[src/rtl/layer_pkg.sv]
// Shared types and constants for the layer sequencer slice.
package layer_pkg;

    typedef enum logic [2:0] {
        S_LOAD    = 3'd0,
        S_FEED    = 3'd1,
        S_GAP     = 3'd2,
        S_COLLECT = 3'd3,
        S_DRAIN   = 3'd4
    } state_t;

    localparam int unsigned DATA_WIDTH_DEFAULT = 16;

    // Neuron needs IDLE->WAIT->MULT->WAIT1->ADD between consecutive inputs.
    localparam int unsigned MIN_INPUT_GAP = 5;

endpackage

[src/rtl/layer_sequencer_if.sv]
// Upstream stream, neuron broadcast bus and downstream stream of one layer.
interface layer_sequencer_if
    import layer_pkg::*;
#(
    parameter int unsigned DATA_WIDTH = DATA_WIDTH_DEFAULT,
    parameter int unsigned NUM_NEURON = 4
);

    logic [DATA_WIDTH-1:0]            in_data;
    logic                             in_valid;
    logic                             in_ready;
    logic [DATA_WIDTH-1:0]            neu_in_data;
    logic                             neu_in_valid;
    logic [NUM_NEURON*DATA_WIDTH-1:0] neu_out;
    logic [NUM_NEURON-1:0]            neu_out_valid;
    logic [DATA_WIDTH-1:0]            out_data;
    logic                             out_valid;
    logic                             out_ready;
    logic                             out_last;
    logic                             busy;
    logic                             err_timeout;

    // Sequencer side.
    modport slave (
        input  in_data, in_valid, neu_out, neu_out_valid, out_ready,
        output in_ready, neu_in_data, neu_in_valid, out_data, out_valid, out_last,
               busy, err_timeout
    );

    // Environment side: upstream producer, neuron array and downstream consumer.
    modport master (
        output in_data, in_valid, neu_out, neu_out_valid, out_ready,
        input  in_ready, neu_in_data, neu_in_valid, out_data, out_valid, out_last,
               busy, err_timeout
    );

endinterface

[src/rtl/result_capture.sv]
// Latches per-neuron results and tracks which neurons have reported.
module result_capture
    import layer_pkg::*;
#(
    parameter int unsigned NUM_NEURON = 4,
    parameter int unsigned DATA_WIDTH = DATA_WIDTH_DEFAULT
) (
    input  logic                             clk,
    input  logic                             rst,
    input  logic                             clear,
    input  logic                             enable,
    input  logic [NUM_NEURON*DATA_WIDTH-1:0] neu_out,
    input  logic [NUM_NEURON-1:0]            neu_out_valid,
    output logic [NUM_NEURON*DATA_WIDTH-1:0] res,
    output logic                             all_captured
);

    logic [NUM_NEURON-1:0]            mask_q;
    logic [NUM_NEURON*DATA_WIDTH-1:0] res_q;

    // Capture every reporting neuron; clearing also zeroes results so misses read as 0.
    always_ff @(posedge clk) begin
        if (!rst || clear) begin
            mask_q <= '0;
            res_q  <= '0;
        end else if (enable) begin
            mask_q <= mask_q | neu_out_valid;
            for (int k = 0; k < int'(NUM_NEURON); k++) begin
                if (neu_out_valid[k]) begin
                    res_q[k*DATA_WIDTH +: DATA_WIDTH] <= neu_out[k*DATA_WIDTH +: DATA_WIDTH];
                end
            end
        end
    end

    assign res          = res_q;
    // Includes bits arriving this cycle so the FSM can leave without an extra wait.
    assign all_captured = enable && (&(mask_q | neu_out_valid));

endmodule

[src/rtl/layer_sequencer.sv]
// Buffers an input vector, broadcasts it to the neuron array, then streams results.
module layer_sequencer
    import layer_pkg::*;
#(
    parameter int unsigned NUM_INPUT  = 3,
    parameter int unsigned NUM_NEURON = 4,
    parameter int unsigned DATA_WIDTH = DATA_WIDTH_DEFAULT,
    parameter int unsigned INPUT_GAP  = 5,
    parameter int unsigned TIMEOUT    = 64
) (
    input logic              clk,
    input logic              rst,
    layer_sequencer_if.slave bus
);

    localparam int unsigned MAX_CNT = (NUM_INPUT > NUM_NEURON) ? NUM_INPUT : NUM_NEURON;
    localparam int unsigned CNT_W   = $clog2(MAX_CNT + 1);
    localparam int unsigned GAP_W   = $clog2(INPUT_GAP);
    localparam int unsigned TMO_W   = $clog2(TIMEOUT + 1);

    if (INPUT_GAP < MIN_INPUT_GAP) begin : g_gap_check
        $error("INPUT_GAP is shorter than the neuron input cadence");
    end

    state_t                          state_q, state_d;
    logic [CNT_W-1:0]                wr_cnt_q, wr_cnt_d;
    logic [CNT_W-1:0]                rd_cnt_q, rd_cnt_d;
    logic [GAP_W-1:0]                gap_cnt_q, gap_cnt_d;
    logic [TMO_W-1:0]                tmo_cnt_q, tmo_cnt_d;
    logic                            err_q, err_d;
    logic [DATA_WIDTH-1:0]           in_buf_q [NUM_INPUT];
    logic [NUM_NEURON*DATA_WIDTH-1:0] res;
    logic                            all_captured;
    logic                            cap_clear;
    logic [DATA_WIDTH-1:0]           feed_word;
    logic [DATA_WIDTH-1:0]           res_word;

    result_capture #(
        .NUM_NEURON (NUM_NEURON),
        .DATA_WIDTH (DATA_WIDTH)
    ) u_capture (
        .clk           (clk),
        .rst           (rst),
        .clear         (cap_clear),
        .enable        (state_q == S_COLLECT),
        .neu_out       (bus.neu_out),
        .neu_out_valid (bus.neu_out_valid),
        .res           (res),
        .all_captured  (all_captured)
    );

    // State, counters and the sticky timeout flag.
    always_ff @(posedge clk) begin
        if (!rst) begin
            state_q   <= S_LOAD;
            wr_cnt_q  <= '0;
            rd_cnt_q  <= '0;
            gap_cnt_q <= '0;
            tmo_cnt_q <= '0;
            err_q     <= 1'b0;
        end else begin
            state_q   <= state_d;
            wr_cnt_q  <= wr_cnt_d;
            rd_cnt_q  <= rd_cnt_d;
            gap_cnt_q <= gap_cnt_d;
            tmo_cnt_q <= tmo_cnt_d;
            err_q     <= err_d;
        end
    end

    // Input vector buffer, written only while loading.
    always_ff @(posedge clk) begin
        if (state_q == S_LOAD && bus.in_valid) begin
            for (int i = 0; i < int'(NUM_INPUT); i++) begin
                if (wr_cnt_q == CNT_W'(i)) begin
                    in_buf_q[i] <= bus.in_data;
                end
            end
        end
    end

    // Next-state logic for the load/feed/collect/drain sequence.
    always_comb begin
        state_d   = state_q;
        wr_cnt_d  = wr_cnt_q;
        rd_cnt_d  = rd_cnt_q;
        gap_cnt_d = gap_cnt_q;
        tmo_cnt_d = tmo_cnt_q;
        err_d     = err_q;
        cap_clear = 1'b0;
        unique case (state_q)
            S_LOAD: begin
                if (bus.in_valid) begin
                    if (wr_cnt_q == CNT_W'(NUM_INPUT - 1)) begin
                        wr_cnt_d = '0;
                        state_d  = S_FEED;
                    end else begin
                        wr_cnt_d = wr_cnt_q + CNT_W'(1);
                    end
                end
            end
            S_FEED: begin
                gap_cnt_d = GAP_W'(INPUT_GAP - 1);
                state_d   = S_GAP;
            end
            S_GAP: begin
                gap_cnt_d = gap_cnt_q - GAP_W'(1);
                // Leaving as the count hits 0 keeps pulses exactly INPUT_GAP apart.
                if (gap_cnt_q == GAP_W'(1)) begin
                    rd_cnt_d = rd_cnt_q + CNT_W'(1);
                    state_d  = (rd_cnt_q == CNT_W'(NUM_INPUT - 1)) ? S_COLLECT : S_FEED;
                end
            end
            S_COLLECT: begin
                tmo_cnt_d = tmo_cnt_q + TMO_W'(1);
                if (all_captured) begin
                    rd_cnt_d = '0;
                    state_d  = S_DRAIN;
                end else if (tmo_cnt_q == TMO_W'(TIMEOUT - 1)) begin
                    err_d    = 1'b1;
                    rd_cnt_d = '0;
                    state_d  = S_DRAIN;
                end
            end
            S_DRAIN: begin
                if (bus.out_ready) begin
                    if (rd_cnt_q == CNT_W'(NUM_NEURON - 1)) begin
                        rd_cnt_d  = '0;
                        tmo_cnt_d = '0;
                        cap_clear = 1'b1;
                        state_d   = S_LOAD;
                    end else begin
                        rd_cnt_d = rd_cnt_q + CNT_W'(1);
                    end
                end
            end
            default: state_d = S_LOAD;
        endcase
    end

    // Word selection for the broadcast bus and the result stream.
    always_comb begin
        feed_word = '0;
        res_word  = '0;
        for (int i = 0; i < int'(NUM_INPUT); i++) begin
            if (rd_cnt_q == CNT_W'(i)) feed_word = in_buf_q[i];
        end
        for (int k = 0; k < int'(NUM_NEURON); k++) begin
            if (rd_cnt_q == CNT_W'(k)) res_word = res[k*DATA_WIDTH +: DATA_WIDTH];
        end
    end

    assign bus.in_ready     = (state_q == S_LOAD);
    assign bus.neu_in_valid = (state_q == S_FEED);
    assign bus.neu_in_data  = (state_q == S_FEED || state_q == S_GAP) ? feed_word : '0;
    assign bus.out_valid    = (state_q == S_DRAIN);
    assign bus.out_data     = (state_q == S_DRAIN) ? res_word : '0;
    assign bus.out_last     = (state_q == S_DRAIN) && (rd_cnt_q == CNT_W'(NUM_NEURON - 1));
    assign bus.busy         = !(state_q == S_LOAD && wr_cnt_q == '0);
    assign bus.err_timeout  = err_q;

endmodule

[src/flat_wrapper.sv]
// flat-port wrapper written by rule: the top's interface ports become plain ports
module layer_sequencer_flat import layer_pkg::*;
#(
    parameter int unsigned NUM_INPUT  = 3,
    parameter int unsigned NUM_NEURON = 4,
    parameter int unsigned DATA_WIDTH = DATA_WIDTH_DEFAULT,
    parameter int unsigned INPUT_GAP  = 5,
    parameter int unsigned TIMEOUT    = 64
)
  (clk, rst, bus_in_data, bus_in_valid, bus_neu_out, bus_neu_out_valid, bus_out_ready, bus_in_ready, bus_neu_in_data, bus_neu_in_valid, bus_out_data, bus_out_valid, bus_out_last, bus_busy, bus_err_timeout);
  layer_sequencer_if #(.DATA_WIDTH(DATA_WIDTH), .NUM_NEURON(NUM_NEURON)) bus_i ();
  input logic clk;
  input logic rst;
  input wire logic [$bits(bus_i.in_data)-1:0] bus_in_data;
  input wire logic [$bits(bus_i.in_valid)-1:0] bus_in_valid;
  input wire logic [$bits(bus_i.neu_out)-1:0] bus_neu_out;
  input wire logic [$bits(bus_i.neu_out_valid)-1:0] bus_neu_out_valid;
  input wire logic [$bits(bus_i.out_ready)-1:0] bus_out_ready;
  output wire logic [$bits(bus_i.in_ready)-1:0] bus_in_ready;
  output wire logic [$bits(bus_i.neu_in_data)-1:0] bus_neu_in_data;
  output wire logic [$bits(bus_i.neu_in_valid)-1:0] bus_neu_in_valid;
  output wire logic [$bits(bus_i.out_data)-1:0] bus_out_data;
  output wire logic [$bits(bus_i.out_valid)-1:0] bus_out_valid;
  output wire logic [$bits(bus_i.out_last)-1:0] bus_out_last;
  output wire logic [$bits(bus_i.busy)-1:0] bus_busy;
  output wire logic [$bits(bus_i.err_timeout)-1:0] bus_err_timeout;
  assign bus_i.in_data = bus_in_data;
  assign bus_i.in_valid = bus_in_valid;
  assign bus_i.neu_out = bus_neu_out;
  assign bus_i.neu_out_valid = bus_neu_out_valid;
  assign bus_i.out_ready = bus_out_ready;
  assign bus_in_ready = bus_i.in_ready;
  assign bus_neu_in_data = bus_i.neu_in_data;
  assign bus_neu_in_valid = bus_i.neu_in_valid;
  assign bus_out_data = bus_i.out_data;
  assign bus_out_valid = bus_i.out_valid;
  assign bus_out_last = bus_i.out_last;
  assign bus_busy = bus_i.busy;
  assign bus_err_timeout = bus_i.err_timeout;
  layer_sequencer #(.NUM_INPUT(NUM_INPUT), .NUM_NEURON(NUM_NEURON), .DATA_WIDTH(DATA_WIDTH), .INPUT_GAP(INPUT_GAP), .TIMEOUT(TIMEOUT)) u_core (.clk(clk), .rst(rst), .bus(bus_i));
endmodule
[config.mk]
export PLATFORM = sky130hd
export DESIGN_NAME = layer_sequencer_flat
export DESIGN_NICKNAME = d
export VERILOG_FILES = /design/src/rtl/layer_pkg.sv /design/src/rtl/layer_sequencer_if.sv /design/src/rtl/result_capture.sv /design/src/rtl/layer_sequencer.sv /design/src/flat_wrapper.sv
export SDC_FILE = /design/constraint.sdc
export NUM_CORES = 1
export LEC_CHECK = 0
export ABC_AREA = 1
export ABC_CLOCK_PERIOD_IN_PS = 4300
export BUFFER_PORTS_ARGS = -buffer_cell sky130_fd_sc_hd__buf_4
export CAP_MARGIN = 20
export CORE_MARGIN = 2
export CORE_UTILIZATION = 40
export CTS_CLUSTER_DIAMETER = 30
export DETAILED_ROUTE_END_ITERATION = 12
export PLACE_DENSITY_LB_ADDON = 0.1
export REMOVE_ABC_BUFFERS = 1
export SLEW_MARGIN = 0
export SYNTH_ARGS = -nofsm -noshare
export SYNTH_HDL_FRONTEND = slang
export SYNTH_SLANG_ARGS = --single-unit
[constraint.sdc]
create_clock -name clk -period 4.3 [get_ports clk]
set_clock_uncertainty 0.1 [all_clocks]
set_input_delay 0.86 -clock clk [delete_from_list [all_inputs] [get_ports clk]]
set_output_delay 0.86 -clock clk [all_outputs]
set_load 0.05 [all_outputs]
==> results by group, run 1 <==
Run status
  • Status: finished, final reports clean

Finish
  • Number of inserted diodes: 0
  • Number of fill cells: ~1.4k
  • Share of cells above drive strength 1: 0.2311
  • Commonest cells after routing, fill and taps aside: 225 x nand2_1, 133 x buf_4, 88 x dfxtp_1, 78 x a21oi_1, 62 x nand3_1
  • Post-route cell area: between 7000 and 8000 um2
  • Multi-input logic area: between 2000 and 2500 um2
  • Final Net Count: a little over 900
  • Area growth from synthesis to final layout: 27.00%
  • Most common cell after layout, fill and taps aside: nand2_1
  • Layout Utilization: 0.5187
  • Storage element area: 3203 um2

Critical path
  • Largest stage delay on the critical path: roughly 0.69 ns
  • Type of destination of the critical path: output pin
  • Crit-path cells: inv_1 > ha_1 > inv_1 > nor2_2 > buf_4 > nand3_1 > a31oi_1 > buf_4
  • Critical path class: flip-flop to output pin
  • Worst EP required: 3.34 ns
  • Worst r2r src: u_core.rd_cnt_q[0]
  • Worst reg2reg path depth: 6
  • Worst reg2reg endpoint: u_core.u_capture.res[60]
  • Setup crit start kind: flip-flop
  • Crit path DAT: 2.69 ns
  • CP bufs+invs: 4
  • Crit path depth: 8
  • Worst path slowest cell: nor2_2
  • Crit-path leading delay family: simple AND/OR/NAND/NOR gates
  • Worst Path Max Fanout: 22
  • Setup crit start: u_core.rd_cnt_q[0]
  • R2r setup slk: 1.69 ns
  • CP endpoint: bus_neu_in_data[9]

Route
  • DR WL/cell: 15.64 um
  • Via Count: 5237
  • DRC violations left: 0
  • First DRT Iteration DRCs: 421
  • DRT Pass-1 Iters: 5
  • Vias/cell: roughly 5.1
  • Remaining antenna violation count after routing: 0
  • Overall routed net length: between 15000 and 20000 um

Clocking
  • # Post-CTS Setup Buffers: 0
  • Post-cts sizing count: 0
  • Longest Clk Path Bufs: 2
  • Hold buffer count at CTS: 0
  • Clock buffer count from CTS: 17
  • CTS tree: yes
  • CTS root buffer: clkbuf_16
  • CTS H-tree lvls: 4
  • Clock transition at path regs: 0.06 ns
  • CTS sink count: roughly 140
  • Clock Latency Late Sink: about 0.42 ns

Power
  • Peak supply drop: 338.1 uV
  • PwrDens: 553.4 nW/um2
  • Leakage power: 0.003069 uW

Logic synthesis
  • Syn Inst Count: 704
  • Syn_area_per_cell: 8.431 um2
  • Post-synth EDFFs: 48
  • Ys Warns: 0
  • Register bit total from synthesis: 136
  • Top_reg_cell synth: dfxtp_1
  • Post-Syn Area: 5936 um2
  • Asr flop ratio synth: 0
  • Post-synthesis sequential area ratio: 0.5396
  • Yosys cell types: 32

Floorplan
  • Core Area: 14530 um2
  • DIE WIDTH: ~130 um
  • IO Pins: 126
  • Initial Utilization: 0.4084
  • Die ar.: 15830 um2
  • # rows: 44
  • Die Ht: 125.8 um

Run
  • Max-cap check violation count: 0

STA
  • Slew @ Worst Pin: between 0.9 and 1 ns
  • Max Clock Freq: 273.8 MHz
  • Final-report hold violation count: 0
  • Slew HR: 0.3792
  • Crit share post-route: 0.8494
  • Final worst path period need: 3.653 ns
  • Unrepaired setup endpoints after global routing: no
  • Final setup viols: 0
  • Fin Setup TNS: 0 ns
  • Slew Viols, Final: 0

Global routing
  • Largest net degree at the start of global routing: between 50 and 60
  • First-pass GRT wire length: 25430 um
  • Global-route usage over all layers: 0.2024
  • Overflow after GRT: 0
  • Initial antenna violation count: 0
  • Vias in the first global route: between 4k and 5k

Place
  • Placed standard-cell area: 6965 um2
  • HPWL Detailed: 10860 um
  • GPL Wtd Cong: 0.8559
  • IO buf count: roughly 130

Min path
  • Hold crit path type: flip-flop to flip-flop
[routing by layer]
layer	global-route usage	vias to the layer above	routed length, um
met1	0.2920	2455	7777
met4	0.07757	0	405
met3	0.05140	33	786
met2	0.2928	136	6964
li1	-	2613	-
met5	0	-	0
[power by group]
group	total (uW)	switching [uW]	leakage [uW]	internal, uW
sequential	1530	54.0	0.00115	1470
combinational	1290	923	0.00166	370
clock	1350	588	0.000256	765
[cell families after synthesis]
logic type | synth area share
compound gates | 0.1328
xor+xnor | 0.002952
fa+ha+maj | 0.01897
buf+inv | 0.06682
flops | 0.5396
simple gates | 0.2388
[area by class of cell]
class | instances | share of cell area
inverters | 44 | 0.02290
clock buffers | 19 | 0.05876
multi-input cells | 489 | 0.3132
flip-flops and latches | 136 | 0.4249
repair buffers | 134 | 0.1351
clock inverters | 13 | 0.01461
well taps | 184 | 0.03054
[worst min-delay path by stage]
| stage | start | cells after the start | endpoint | slack (ns) |
|---|---|---|---|---|
| after CTS | u_core.bus.err_timeout | 2 | u_core.bus.err_timeout | 0.36 |
| after detailed placement | u_core.bus.err_timeout | 2 | u_core.bus.err_timeout | 0.35 |
| after global placement | u_core.bus.err_timeout | 2 | u_core.bus.err_timeout | 0.35 |
| after global routing | u_core.u_capture.res[11] | 2 | u_core.u_capture.res[11] | 0.38 |
| final | u_core.bus.err_timeout | 2 | u_core.bus.err_timeout | 0.36 |
| after floorplan | u_core.u_capture.mask_q[0] | 1 | u_core.u_capture.mask_q[0] | 0.34 |
[registers in the layout (all words and copies together), names as in the netlist]
register / cells
u_core.tmo_cnt_q: 7
u_core.gap_cnt_q: 3
u_core.wr_cnt_q: 3
u_core.state_q: 3
u_core.u_capture.mask_q: 4
u_core.in_buf_q: 48
u_core.rd_cnt_q: 3
u_core.u_capture.res: 64
u_core.bus.err_timeout: 1
[per-stage QoR]
stage / power, uW / hold WS [ns] / cells / setup WS (ns)
6_report: 4172 / 0.3615 / 1019 / 0.6474
5_1_grt: 4383 / 0.3778 / 1019 / 0.4397
4_1_cts: 4186 / 0.3632 / 1018 / 0.5928
3_5_place_dp: 2835 / 0.3546 / 986 / 1.040
3_3_place_gp: 2811 / 0.3459 / 986 / 1.146
2_1_floorplan: 2368 / 0.3413 / 669 / 0.4164
[cell usage after synthesis, types with 3 or more instances]
cell,instances,area (um2)
clkinv_2,4,20.02
o21a_1,4,30.03
o21ai_1,11,55.05
nand3_1,62,310.3
nand2_2,3,18.77
nor3_1,3,15.01
o21ai_0,13,65.06
inv_2,5,18.77
nand2_1,226,848.3
nand2_4,4,45.04
inv_1,33,123.9
buf_2,8,40.04
clkbuf_1,14,52.55
o211ai_1,16,120.1
buf_6,10,112.6
nand4_1,6,37.54
edfxtp_1,48,1441
ha_1,9,112.6
nor2_1,26,97.59
a31oi_1,17,106.4
nor2_2,3,18.77
dfxtp_1,88,1762
a21oi_1,78,390.4
[worst reg2reg max path, stage by stage (launching register included)]
cell and delay [ns]:
dfxtp_1 0.37, ha_1 0.20, ha_1 0.22, nand3_1 0.25, o21ai_4 0.77, buf_4 0.48, a21oi_1 0.10
No activity file was read; power rests on OpenSTA's default activity.
==> run 2, diff against run 1 <==
- ABC_CLOCK_PERIOD_IN_PS: 4300 -> 3800
- clock period: 4.3 -> 3.8 ns (I/O delays scaled with it)
==> run 2 against run 1 <==
Compared with the run above: first-iteration DRC count down 15%; global-route usage is 0.33 points lower; via count barely moved; cell area is 1.1% higher; die area unchanged; non-clock buffer count increased by 2.
==> results by group, run 2 (synthesized netlist as in run 1, its figures left out) <==
Route
  • First DRT Iteration DRCs: ~360
  • Vias/cell: about 5.1
  • Remaining antenna violation count after routing: 0
  • DRT Pass-1 Iters: 5
  • DR WL/cell: 15.35 um
  • Via Count: roughly 5.2k
  • DRC violations left: 0
  • Overall routed net length: 15680 um

Critical path
  • Crit path DAT: 2.60 ns
  • Worst EP required: 2.94 ns
  • Setup crit start kind: flip-flop
  • Critical path class: flip-flop to output pin
  • Largest stage delay on the critical path: around 0.63 ns
  • Worst reg2reg path depth: 6
  • Crit path depth: 8
  • Worst Path Max Fanout: 18
  • CP bufs+invs: 4
  • Type of destination of the critical path: output pin
  • Worst path slowest cell: nor2_2
  • Crit-path leading delay family: buffers and inverters
  • Crit-path cells: inv_1 > ha_1 > inv_1 > nor2_2 > buf_4 > nand3_1 > a31oi_1 > buf_4

STA
  • Slew HR: 0.4460
  • Final setup viols: 0
  • Unrepaired setup endpoints after global routing: no
  • Final setup margin: 0.3386 ns
  • Final-report hold violation count: 0
  • Max Clock Freq: 288.9 MHz
  • Hold slack: 0.3618 ns
  • Slew @ Worst Pin: between 0.8 and 0.9 ns
  • Final worst path period need: 3.461 ns
  • Slew Viols, Final: 0
  • Crit share post-route: 0.9109

Clocking
  • CTS sink count: 136
  • Hold buffer count at CTS: 0
  • CTS root buffer: clkbuf_16
  • # Post-CTS Setup Buffers: 0
  • Clock Latency Late Sink: 0.41 ns
  • Longest Clk Path Bufs: 2
  • CTS tree: yes
  • Clock buffer count from CTS: 17
  • Post-cts sizing count: 0
  • CTS H-tree lvls: 4
  • Clock transition at path regs: roughly 0.06 ns

Place
  • IO buf count: 125
  • HPWL Detailed: 10740 um
  • Pre-CTS WS: around 0.8 ns
  • GPL Wtd Cong: around 0.9

Floorplan
  • # rows: 44
  • DIE WIDTH: 125.8 um
  • Initial Utilization: 0.4084
  • Die ar.: 15830 um2
  • Die Ht: 125.8 um
  • Core Area: 14530 um2
  • IO Pins: 126

Global routing
  • Global-route usage over all layers: 0.1991
  • Met1 Use GR: 0.2828
  • Most Crowded Layer GR: met2
  • Vias in the first global route: 5003
  • Largest net degree at the start of global routing: 37
  • Initial antenna violation count: 0
  • Met2 Track Usage GR: 0.2887
  • First-pass GRT wire length: 25010 um
  • Met3 GRT Util: 0.06032
  • Overflow after GRT: 0

Finish
  • Final Net Count: between 900 and 1k
  • Most common cell after layout, fill and taps aside: nand2_1
  • Number of inserted diodes: 0
  • Area growth from synthesis to final layout: 28.46%
  • Commonest cells after routing, fill and taps aside: 225 x nand2_1, 136 x buf_4, 88 x dfxtp_1, 78 x a21oi_1, 62 x nand3_1
  • Share of cells above drive strength 1: 0.2342
  • Max reg flops: 64
  • Number of fill cells: roughly 1.4k

Min path
  • Hold crit path type: flip-flop to flip-flop
  • Hold path depth: 2

Power
  • Total power: ~5000 uW
  • Leakage power: about 0.0031 uW
  • PwrDens: ~650 nW/um2
  • Peak supply drop: between 300 and 400 uV

Run status
  • Status: finished, final reports clean

Run
  • Max-cap check violation count: 0
## run 2: cell count changes in the layout (fill, tap and decap cells not counted), sizes merged
cell,delta
bufinv,+4
inv,+1
clkbuf,-2
buf,+2
clkinvlp,-4
clkinv,+1
## run 2: stage by stage
stage / utilization / setup TNS [ns] / instances / instance area, um2
final: 0.5246 / 0 / 1021 / 7625
after global routing: 0.5246 / 0 / 1021 / 7625
after CTS: 0.5246 / 0 / 1021 / 7625
after detailed placement: 0.4808 / 0 / 989 / 6988
after global placement: 0.4808 / 0 / 989 / 6988
after floorplan: - / -0.3201 / 669 / 5712
## run 2: path summary, 6_finish.rpt
path | start | endpoint | slack, ns
setup / recovery | u_core.rd_cnt_q[0] | bus_neu_in_data[13] | 0.34
hold / removal | u_core.bus.err_timeout | u_core.bus.err_timeout | 0.36
setup reg to reg | u_core.rd_cnt_q[0] | u_core.u_capture.res[30] | 1.31
hold reg to reg | u_core.bus.err_timeout | u_core.bus.err_timeout | 0.36
## run 2: tightest hold or removal path, stage by stage, from the launching register on
cell and delay (ns):
dfxtp_1 0.31, inv_1 0.05, a21oi_1 0.06
## run 2: cell type report
class                           instances  area (um2)  area share
Clock buffer                           17       425.4     0.05579
Multi-Input combinational cell        489        2361      0.3096
Clock inverter                         15       211.5     0.02773
Inverter                               44       172.7     0.02265
Tap cell                              184       230.2     0.03019
Sequential cell                       136        3203      0.4201
Timing Repair Buffer                  136        1021      0.1339
## run 2: power breakdown
group | internal (uW) | switching, uW | leakage (uW)
clock | 1110 | 661 | 0.000311
sequential | 1670 | 61.5 | 0.00115
combinational | 425 | 1050 | 0.00167
## run 2: routing by layer
layer  wire [um]  share of wire
met1        7558           0.48
met2        6863           0.44
met3         928          0.059
met4         325          0.021
met5           0              0
